<file path="config.mk">
export PLATFORM = sky130hd
export DESIGN_NAME = nco_voice_scheduler
export DESIGN_NICKNAME = d
export VERILOG_FILES = /design/src/rtl/nco_voice_scheduler.sv
export SDC_FILE = /design/constraint.sdc
export NUM_CORES = 1
export LEC_CHECK = 0
export ABC_AREA = 1
export CORE_MARGIN = 2
export CORE_UTILIZATION = 65
export CTS_BUF_LIST = sky130_fd_sc_hd__clkbuf_16
export DETAILED_ROUTE_END_ITERATION = 7
export PLACE_DENSITY = 0.81
export SLEW_MARGIN = 25
export SYNTH_ARGS = -nofsm -noshare
export SYNTH_HDL_FRONTEND = slang
export SYNTH_SLANG_ARGS = --single-unit
</file>
<file path="constraint.sdc">
create_clock -name clk -period 4.75 [get_ports clk]
set_input_delay 0.95 -clock clk [delete_from_list [all_inputs] [get_ports clk]]
set_output_delay 0.95 -clock clk [all_outputs]
set_load 0.02 [all_outputs]
</file>
<file path="src/rtl/nco_voice_scheduler.sv">
// Time-multiplexes one shared wavetable lookup across eight NCO voices and
// sums their offset-binary samples into a signed mix once per sample strobe.
module nco_voice_scheduler #(
  parameter int VOICES = 8
) (
  input  logic               clk,
  input  logic               rst_n,
  input  logic               sample_ce,
  input  logic               cfg_we,
  input  logic [2:0]         cfg_voice,
  input  logic [15:0]        cfg_inc,
  input  logic [6:0]         cfg_prog,
  input  logic               cfg_gate,
  output logic               cfg_ready,
  output logic               lu_ce,
  output logic [6:0]         lu_phase,
  output logic [6:0]         lu_program,
  input  logic [7:0]         lu_sample,
  output logic signed [10:0] mix_out,
  output logic               mix_valid,
  output logic               busy,
  output logic               overrun,
  input  logic               overrun_clr
);

  // state   | meaning
  // IDLE    | waiting for sample_ce, config writes accepted
  // ISSUE0  | first lookup cycle, or one-cycle skip of an ungated voice
  // ISSUE1  | second lookup cycle, lookup inputs held
  // CAPTURE | lookup sample accumulated, phase advanced
  // DONE    | mix registered, mix_valid pulsed
  localparam logic [2:0] IDLE    = 3'd0;
  localparam logic [2:0] ISSUE0  = 3'd1;
  localparam logic [2:0] ISSUE1  = 3'd2;
  localparam logic [2:0] CAPTURE = 3'd3;
  localparam logic [2:0] DONE    = 3'd4;

  logic [2:0]         state;
  logic [2:0]         vidx;
  logic [15:0]        phase [VOICES];
  logic [15:0]        inc   [VOICES];
  logic [6:0]         prog  [VOICES];
  logic [VOICES-1:0]  gate;
  logic signed [10:0] acc;

  logic               cur_gate;
  logic [15:0]        cur_phase;
  logic               last_voice;
  logic               lu_active;
  logic signed [8:0]  sample_off;

  assign cur_gate   = gate[vidx];
  assign cur_phase  = phase[vidx];
  assign last_voice = (vidx == 3'd7);
  assign sample_off = $signed({1'b0, lu_sample}) - 9'sd128;

  assign cfg_ready  = (state == IDLE);
  assign busy       = (state != IDLE);
  assign lu_ce      = ((state == ISSUE0) && cur_gate) || (state == ISSUE1);
  // Phase/program stay on the bus through CAPTURE so the table sees stable inputs.
  assign lu_active  = lu_ce || (state == CAPTURE);
  assign lu_phase   = lu_active ? cur_phase[15:9] : 7'd0;
  assign lu_program = lu_active ? prog[vidx] : 7'd0;

  always_ff @(posedge clk or negedge rst_n) begin
    if (!rst_n) begin
      state     <= IDLE;
      vidx      <= 3'd0;
      gate      <= '0;
      acc       <= '0;
      mix_out   <= '0;
      mix_valid <= 1'b0;
      overrun   <= 1'b0;
      for (int i = 0; i < VOICES; i++) begin
        phase[i] <= '0;
        inc[i]   <= '0;
        prog[i]  <= '0;
      end
    end else begin
      mix_valid <= 1'b0;

      if (sample_ce && (state != IDLE))
        overrun <= 1'b1;
      else if (overrun_clr)
        overrun <= 1'b0;

      if (cfg_we && (state == IDLE)) begin
        inc[cfg_voice]  <= cfg_inc;
        prog[cfg_voice] <= cfg_prog;
        gate[cfg_voice] <= cfg_gate;
      end

      case (state)
        IDLE: begin
          if (sample_ce) begin
            acc   <= '0;
            vidx  <= 3'd0;
            state <= ISSUE0;
          end
        end
        ISSUE0: begin
          if (cur_gate) begin
            state <= ISSUE1;
          end else begin
            phase[vidx] <= '0;
            vidx        <= vidx + 3'd1;
            state       <= last_voice ? DONE : ISSUE0;
          end
        end
        ISSUE1: state <= CAPTURE;
        CAPTURE: begin
          acc         <= acc + {{2{sample_off[8]}}, sample_off};
          phase[vidx] <= cur_phase + inc[vidx];
          vidx        <= vidx + 3'd1;
          state       <= last_voice ? DONE : ISSUE0;
        end
        DONE: begin
          mix_out   <= acc;
          mix_valid <= 1'b1;
          state     <= IDLE;
        end
        default: state <= IDLE;
      endcase
    end
  end

endmodule
</file>
* Word-level counts from Yosys, hierarchy flattened
Index checks and enable logic that the tools add are counted.
Storage, ports and cells: bits in registers 350, input port bits 40, output and inout bits 30, logic and storage cells 109
Operators by class: add/subtract/negate cells 4, order comparisons 7, eq/ne operators 7, muxes and demuxes 39, bitwise operators 4, reduce and logical (&&, ||, !) cells 17
Operator list (count):
- $bwmux 128 | 2
- $pmux 128 s2 | 1
- $and 128x128->128 | 1
- $mux 128 | 1
- $not 128->128 | 1
- $bmux 16 s3 | 2
- $demux 16 s3 | 2
- $mux 16 | 6
- $bwmux 56 | 1
- $mux 7 | 5
- $pmux 11 s2 | 1
- $bmux 7 s3 | 1
- $demux 7 s3 | 1
- $add 16x16->16 | 1
- $mux 3 | 5
- $pmux 3 s4 | 1
- $add 11x11->11 | 1
- $mux 11 | 1
- $pmux 3 s3 | 1
- $sub 8x8->9 const B | 1
- $bwmux 8 | 1
- $ge 4x4->1 const B | 2
- $lt 3x4->1 const B | 2
- $lt 4x1->1 const B | 2
- 17 further kinds | 35

* Depth between registers and ports, before layout
Gate-level depths: netlist of run 1.
word-level depth 9, gate-level depth with buffers 22, depth with buffers taken out 19

* Worst setup path after synthesis of run 1
Ideal clock, no wire load.
path type register to register, from reg vidx[0], to reg phase[60] in the netlist's numbering, library setup time 0.065 ns, data arrival time 3.076 ns, required time 4.685 ns, setup slack 1.609 ns, cell stages (with the launch flop) 21, buffers on the path 3, period minus slack after synthesis 3.141 ns, cells stage by stage dfrtp_1 > buf_6 > inv_2 > buf_4 > nand3_2 > inv_2 > buf_2 > a221oi_1 > nand4_1 > ha_1 > fa_1 > nand2_1 > nand2_1 > and2_1 > nand3_1 > nand3_1 > nand2_1 > nand2_1 > nor2_1 > nand2_1 > nand2_1
On the way: word-level cells in the longest chain between the ends 9, elaborated cells between the ends (all ways) 22, those cells by class add/sub: 1; order compare: 2; eq/ne: 1; mux: 13; bitwise: 3; reduce/logical: 2
Ends and longest elaborated chain:
- start, declared | RTL line 39 | logic [2:0] vidx;
- start signal, assigned | RTL line 106 | vidx <= vidx + 3'd1;
- start signal, assigned | RTL line 114 | vidx <= vidx + 3'd1;
- branches (longest 9 deep; another with $add 16x16->16)
- end signal, assigned by index | RTL line 113 | phase[vidx] <= cur_phase + inc[vidx];
- end, declared | RTL line 40 | logic [15:0] phase [VOICES];
Several ways; the timed one is not identified. The select of a mux whose other input is x is not followed. A chain may end at the register's enable or synchronous reset.

* Worst setup path after layout of run 1
from reg vidx[1], to out lu_phase[4]
On the way: word-level cells in the longest chain between the ends 6, elaborated cells between the ends (all ways) 10, those cells by class mux: 6; bitwise: 1; reduce/logical: 3
Ends and longest elaborated chain:
- $bmux 1 s3 | RTL line 52 | assign cur_gate = gate[vidx];
- $mux 1 (implied by the code) | RTL line 52
- $logic_and 1x1->1 | RTL line 59 | assign lu_ce = ((state == ISSUE0) && cur_gate) || (state == ISSUE1);
- $logic_or 1x1->1 | RTL line 59
- $logic_or 1x1->1 | RTL line 61 | assign lu_active = lu_ce || (state == CAPTURE);
- $mux 7 (*) | RTL line 62 | assign lu_phase = lu_active ? cur_phase[15:9] : 7'd0;
- end, declared | RTL line 16 | output logic [6:0] lu_phase,
Mark *: on every way between the ends. The rest lies on a longest branch, timed or not. The select of a mux whose other input is x is not followed.

==> flow_summary.yaml, run 1 <==
outcome:
  status: "finished with violations"
  violations: "DRC"
drt:
  wl_per_cell_um: 19.5
  drc: 1
  first_pass_iters: 8
  postRouteAntennaNets: 0
  viasPerCell: 6.11
  drt-total-wl_mm: 47.2
  vias: 14829
  drtIter0Drc: 1717
synth:
  netlist_area_um2: 16800
  synth-compound-area-share: 0.149
  synth_adder_area_share: 0.0226
  synth_nets: 2100
  ys_ff_latch: 350
  synthTopCellsByArea: "dfrtp_1, nand2_1, a21oi_1, o21ai_0, inv_1"
  ys_seq_area_frac: 0.523
  synthXorXnorAreaFrac: 0.00680
  synth_top_area_share: 0.523
  synthMuxAreaShare: 0
  synth_edf_count: 0
  yosysWarnings: 0
  synthArstFlopShare: 1.00
  syn_area_per_cell_um2: 8.25
  synth_top_family_by_area: "simple AND/OR/NAND/NOR gates"
  synth-simple-area-share: 0.222
  synthCells: 2031
  ys.flop_type: "dfrtp_1"
  yosys.cell_types.count: 49
  post-synth-top-area-cell: "dfrtp_1"
clock_tree:
  cts_root_buffer: "clkbuf_16"
  cts.path.max_buffers: 3
  cts_resized: 0
  cts_made_buffers: 38
  clock_latency_ns: 0.54
  hold_buffers: 0
  cts.sinks: 350
  path_clk_slew_ns: 0.06
  htree_levels: 2
  cts_tree: "done"
  post_cts_buffers: 0
flow_run:
  maxCapViolCount: 0
sta:
  period_minus_slack_ns: 4.48
  fin_ws_ns: 0.273
  max_freq_mhz: 223
  setup-violations-final: 0
  finalSetupTns_ns: 0
  fin_skew_ns: 0.0257
  slew_headroom: 0.325
  final_hold_viol_count: 0
  max_slew.worst_pin.slew_ns: 1.01
  slew_viol_final: 0
  rsz0062_at_grt: "false"
  post-route-period-util: 0.942
pwr:
  cellPowerDensity_nw_per_um2: 793
  p_leak_nw: 9.26
  ir_drop_v: 0.000418
global_routing:
  grt_usage: 0.361
  globalRouteOverflowTotal: 0
  grtUsageMet2: 0.585
  grt_busiest_layer: "met2"
  grt_antenna_before_repair: 0
  grt_pass1_wl_mm: 75.9
  first_global_vias: 14658
  use_met3: 0.0701
  use_met1: 0.478
  grt_max_degree: 96
place:
  place.gp.congestion: 0.968
  pre_cts_ws_ns: 0.817
  portBuffers: 69
  hpwl_mm: 29.3
floorplan:
  die_width_um: 165
  start_util: 0.663
  row_count: 58
  core-area_um2: 25300
  dieArea_um2: 27100
  die_y_um: 165
  ios: 70
layout:
  mostFrequentLayoutCells: "nand2_1, dfrtp_1, inv_1, nor2_1, a21oi_1"
  drive_gt1_frac: 0.0601
  nets: 2139
  antennaDiodeCount: 0
  final_common_cell: "nand2_1"
  layout-area-overhead-vs-synth_pct: 12.6
setup_path:
  arrival_ns: 3.53
  crit_type: "register to output pin"
  required_ns: 3.80
  critical_path.max_fanout: 22
  endpoint_kind: "output pin"
  critPathLaunchType: "register"
min_path:
  hold_class: "primary input to async pin"
## through the flow
stage | cell area (µm²) | utilization | hold WS [ns] | std cells | power, mW
final | 18900 | 0.747 | 0.437 | 2426 | 15.0
after global routing | 18900 | 0.747 | 0.490 | 2426 | 15.9
after CTS | 18900 | 0.747 | 0.473 | 2426 | 14.8
after detailed placement | 17700 | 0.702 | 0.462 | 2360 | 12.0
after global placement | 17700 | 0.702 | 0.456 | 2360 | 11.8
after floorplan | 16800 | - | 0.442 | 2031 | 9.80
## logic make-up (layout without fill, tap and decap cells)
| group | Yosys count | after routing |
|---|---|---|
| compound gates | 430 | 430 |
| buf+inv | 307 | 372 |
| flops | 350 | 350 |
| simple gates | 902 | 902 |
| xor+xnor | 13 | 13 |
| fa+ha+maj | 29 | 29 |
## layer usage
metal / part of all wire / wire, µm
met5: 0 / 0
met1: 0.39 / 18400
met4: 0.048 / 2270
met3: 0.10 / 4790
met2: 0.46 / 21800
## worst paths after layout
path,start,to,slack (ns),cells after the start
setup / recovery,vidx[1],lu_phase[4],0.27,9
hold / removal,rst_n,acc[5],0.44,1
setup reg to reg,vidx[1],phase[110],0.69,16
hold reg to reg,phase[49],phase[49],0.48,2
max in group asynchronous,rst_n,inc[119],3.28,2
min in group clk,phase[49],phase[49],0.48,2
## worst max-delay path: stages (launching register included)
cell and delay [ns]:
dfrtp_1 0.51, inv_1 0.33, nand3_2 0.36, inv_2 0.61, a22oi_1 0.14, and3_1 0.18
nand4_1 0.13, nand2_1 0.08, inv_1 0.06, clkdlybuf4s50_1 0.60
## flip-flops by register name, indices dropped and copies added, names as in the netlist
register and count:
inc 128, phase 128, prog 56, acc 11
mix_out 11, gate 8, state 3, vidx 3
mix_valid 1, overrun 1
## Yosys cell counts (2+ instances only)
cell,number
a21o_1,3
a21oi_1,147
a21oi_4,2
a221oi_1,26
a221oi_2,2
a22o_1,2
a22oi_1,25
and2_1,2
and3_1,2
buf_2,58
buf_4,8
buf_6,3
clkbuf_1,35
dfrtp_1,350
fa_1,2
ha_1,27
inv_1,184
inv_2,16
nand2_1,585
nand2_2,3
nand2_4,2
nand3_1,92
nand3_2,3
nand4_1,22
nor2_1,166
nor2_2,4
nor2_4,3
nor3_1,6
nor4_1,3
nor4_2,7
o2111ai_1,9
o21ai_0,140
o21ai_1,14
o21bai_1,2
o22ai_1,50
o31ai_1,2
xnor2_1,3
xor2_1,10
## cell type report
type / count / area, µm²
Fill cell: 1916 / 6380
Clock buffer: 39 / 976
Tap cell: 330 / 413
Clock inverter: 27 / 156
Inverter: 201 / 754
Sequential cell: 350 / 8760
Timing Repair Buffer: 105 / 1040
Multi-Input combinational cell: 1374 / 6770
## power breakdown
group          internal (mW)  total [mW]  switching [mW]
combinational           2.30        7.18            4.88
clock                   1.54        2.72            1.19
sequential              4.34        5.07           0.728
total                   8.18        15.0            6.79
Power figures use the tool's default switching activity.
==> run 2, diff against run 1 <==
--- a/config.mk
+++ b/config.mk
@@ -6,11 +6,13 @@
 export NUM_CORES = 1
 export LEC_CHECK = 0
 export ABC_AREA = 1
+export CAP_MARGIN = 5
 export CORE_MARGIN = 2
 export CORE_UTILIZATION = 65
 export CTS_BUF_LIST = sky130_fd_sc_hd__clkbuf_16
 export DETAILED_ROUTE_END_ITERATION = 7
 export PLACE_DENSITY = 0.81
+export SETUP_SLACK_MARGIN = 0.1
 export SLEW_MARGIN = 25
 export SYNTH_ARGS = -nofsm -noshare
 export SYNTH_HDL_FRONTEND = slang
==> results of run 2 <==
The final DEF is identical to that of run 1; final timing and power are the same.
==> run 3, diff against run 2 <==
--- a/config.mk
+++ b/config.mk
@@ -9,8 +9,8 @@
 export CAP_MARGIN = 5
 export CORE_MARGIN = 2
 export CORE_UTILIZATION = 65
-export CTS_BUF_LIST = sky130_fd_sc_hd__clkbuf_16
 export DETAILED_ROUTE_END_ITERATION = 7
+export GPL_TIMING_DRIVEN = 0
 export PLACE_DENSITY = 0.81
 export SETUP_SLACK_MARGIN = 0.1
 export SLEW_MARGIN = 25
==> run 3 against run 2 <==
Effect of this change:
- the flow now finishes without violations
- core utilization up 1.2 points
- die area unchanged
- global-route usage up 6.9 points
- sequential share of layout area down 0.75 points
- sequential power about the same
- clock skew down 0.0058 ns
- first-iteration DRC count up 17%
- combinational power up 7.2%
- count of clock-buffer cells in the layout up 19
- critical path type is now register to register
- critical endpoint is now phase[43]
- largest power group unchanged
- highest routed layer unchanged
==> flow_summary.yaml, run 3 (same netlist as run 1, synthesis figures left out) <==
clock_tree:
  cts_made_buffers: 38
  post_cts_buffers: 0
  clock_latency_ns: 0.54
  cts.path.max_buffers: 3
  path_clk_slew_ns: 0.06
  cts_tree: "done"
  cts_root_buffer: "clkbuf_16"
  cts.sinks: 350
  htree_levels: 2
sta:
  final_hold_viol_count: 0
  max_slew.worst_pin.slew_ns: 1.00
  period_minus_slack_ns: 4.53
  slew_viol_final: 0
  max_freq_mhz: 221
  slew_headroom: 0.332
  rsz0062_at_grt: "false"
  post-route-period-util: 0.954
  fin_ws_ns: 0.217
  fin_skew_ns: 0.0199
  setup-violations-final: 0
floorplan:
  start_util: 0.663
  die_y_um: 165
  ios: 70
  dieArea_um2: 27100
  row_count: 58
  core-area_um2: 25300
  die_width_um: 165
layout:
  nets: 2212
  mostFrequentLayoutCells: "nand2_1, dfrtp_1, inv_1, nor2_1, a21oi_1"
  top_regs: "inc x128, phase x128, prog x56"
  multiInputGateArea_um2: 6730
  final_common_cell: "nand2_1"
  layout-area-overhead-vs-synth_pct: 14.5
  drive_gt1_frac: 0.0825
  fillCellCount: 1832
  utilization: 0.760
  register_area_um2: 8760
setup_path:
  path_common_cell: "nand2_1"
  crit_type: "register to register"
  slowest_stage: "ha_1"
  critical_path.max_fanout: 10
  arrival_ns: 4.97
  required_ns: 5.19
  critical-path-max-stage-delay_ns: 0.55
  critical_path.cell_chain: "buf_6, buf_4, nand3_1, buf_2, buf_2, o22ai_1, a221oi_1, nand2_1, ha_1, nand2_1, nor2_1, nand2_1, nand2_1, nand2_1, nand2_1, xor2_1, nand3_1, o21ai_0"
  critPathLaunchType: "register"
  endpoint_kind: "register"
pwr:
  cellPowerDensity_nw_per_um2: 812
  ir_drop_v: 0.000509
  p_leak_nw: 9.46
flow_run:
  maxCapViolCount: 0
drt:
  first_pass_iters: 5
  drc: 0
  drt-total-wl_mm: 56.6
  viasPerCell: 6.32
  vias: 15801
  postRouteAntennaNets: 0
  drtIter0Drc: 2017
  wl_per_cell_um: 22.6
global_routing:
  grt_usage: 0.430
  grt_antenna_before_repair: 0
  use_met1: 0.543
  use_met3: 0.101
  grtUsageMet2: 0.672
  grt_busiest_layer: "met2"
  first_global_vias: 15561
  grt_pass1_wl_mm: 86.8
  grt_max_degree: 86
  globalRouteOverflowTotal: 0
place:
  place.gp.congestion: 0.997
  portBuffers: 69
  pre_cts_ws_ns: 0.0253
  hpwl_mm: 38.2
outcome:
  status: "finished clean"
min_path:
  hold_class: "primary input to async pin"
==> run 3: layout make-up <==
cell class | count | area share
antenna | 1 | 0.000130
buffer | 105 | 0.0283
clock buffer | 58 | 0.0577
clock inverter | 8 | 0.00359
inverter | 201 | 0.0393
multi-input combinational | 1374 | 0.351
sequential | 350 | 0.457
tap | 330 | 0.0215
timing repair buffer | 73 | 0.0420
==> run 3: critical path: cells and delay by family (launching register included) <==
family,cells,cell delay [ns]
buffers and inverters,4,1.15
DFF,1,0.46
adders and majority gates,1,0.55
AOI/OAI and AO/OA,3,0.52
and+or+nand+nor,9,1.38
xor gates and xnor gates,1,0.37
==> run 3: metal layers <==
layer  up-vias  share of wire
met1      7495           0.36
met3       311           0.12
met2      1102           0.45
met4         0          0.074
li1       6893              -
met5         -              0
==> run 3: worst paths after layout <==
path,to,slack [ns],start,cells past startpoint
min reg2reg,phase[33],0.48,phase[33],2
min,mix_out[2],0.32,rst_n,1
min in group clk,phase[33],0.48,phase[33],2
max in group asynchronous,inc[119],3.29,rst_n,3
max,phase[43],0.22,vidx[0],18
max reg2reg,phase[43],0.22,vidx[0],18
==> run 3: timing repair <==
action / in CTS / in global routing
endpoints found under the setup margin: 9 / 44
gates resized for setup: 1 / 14
hold buffers: 0 / 0
==> run 3: report_power, final <==
| group | internal, mW | total [mW] | switching, mW |
|---|---|---|---|
| Clock | 1.61 | 2.83 | 1.21 |
| Combinational | 2.39 | 7.70 | 5.31 |
| Sequential | 4.34 | 5.05 | 0.706 |
==> run 3: per-stage QoR <==
| stage | area (µm²) | total power, mW | TNS [ns] | hold WS (ns) | cells |
|---|---|---|---|---|---|
| 6_report | 19200 | 15.6 | 0 | 0.323 | 2500 |
| 5_1_grt | 19200 | 16.4 | 0 | 0.366 | 2499 |
| 4_1_cts | 19200 | 15.3 | 0 | 0.344 | 2500 |
| 3_5_place_dp | 18000 | 12.4 | 0 | 0.459 | 2434 |
| 3_3_place_gp | 17900 | 12.1 | -4238.21 | 0.455 | 2430 |
| 2_1_floorplan | 16800 | 9.80 | 0 | 0.442 | 2031 |
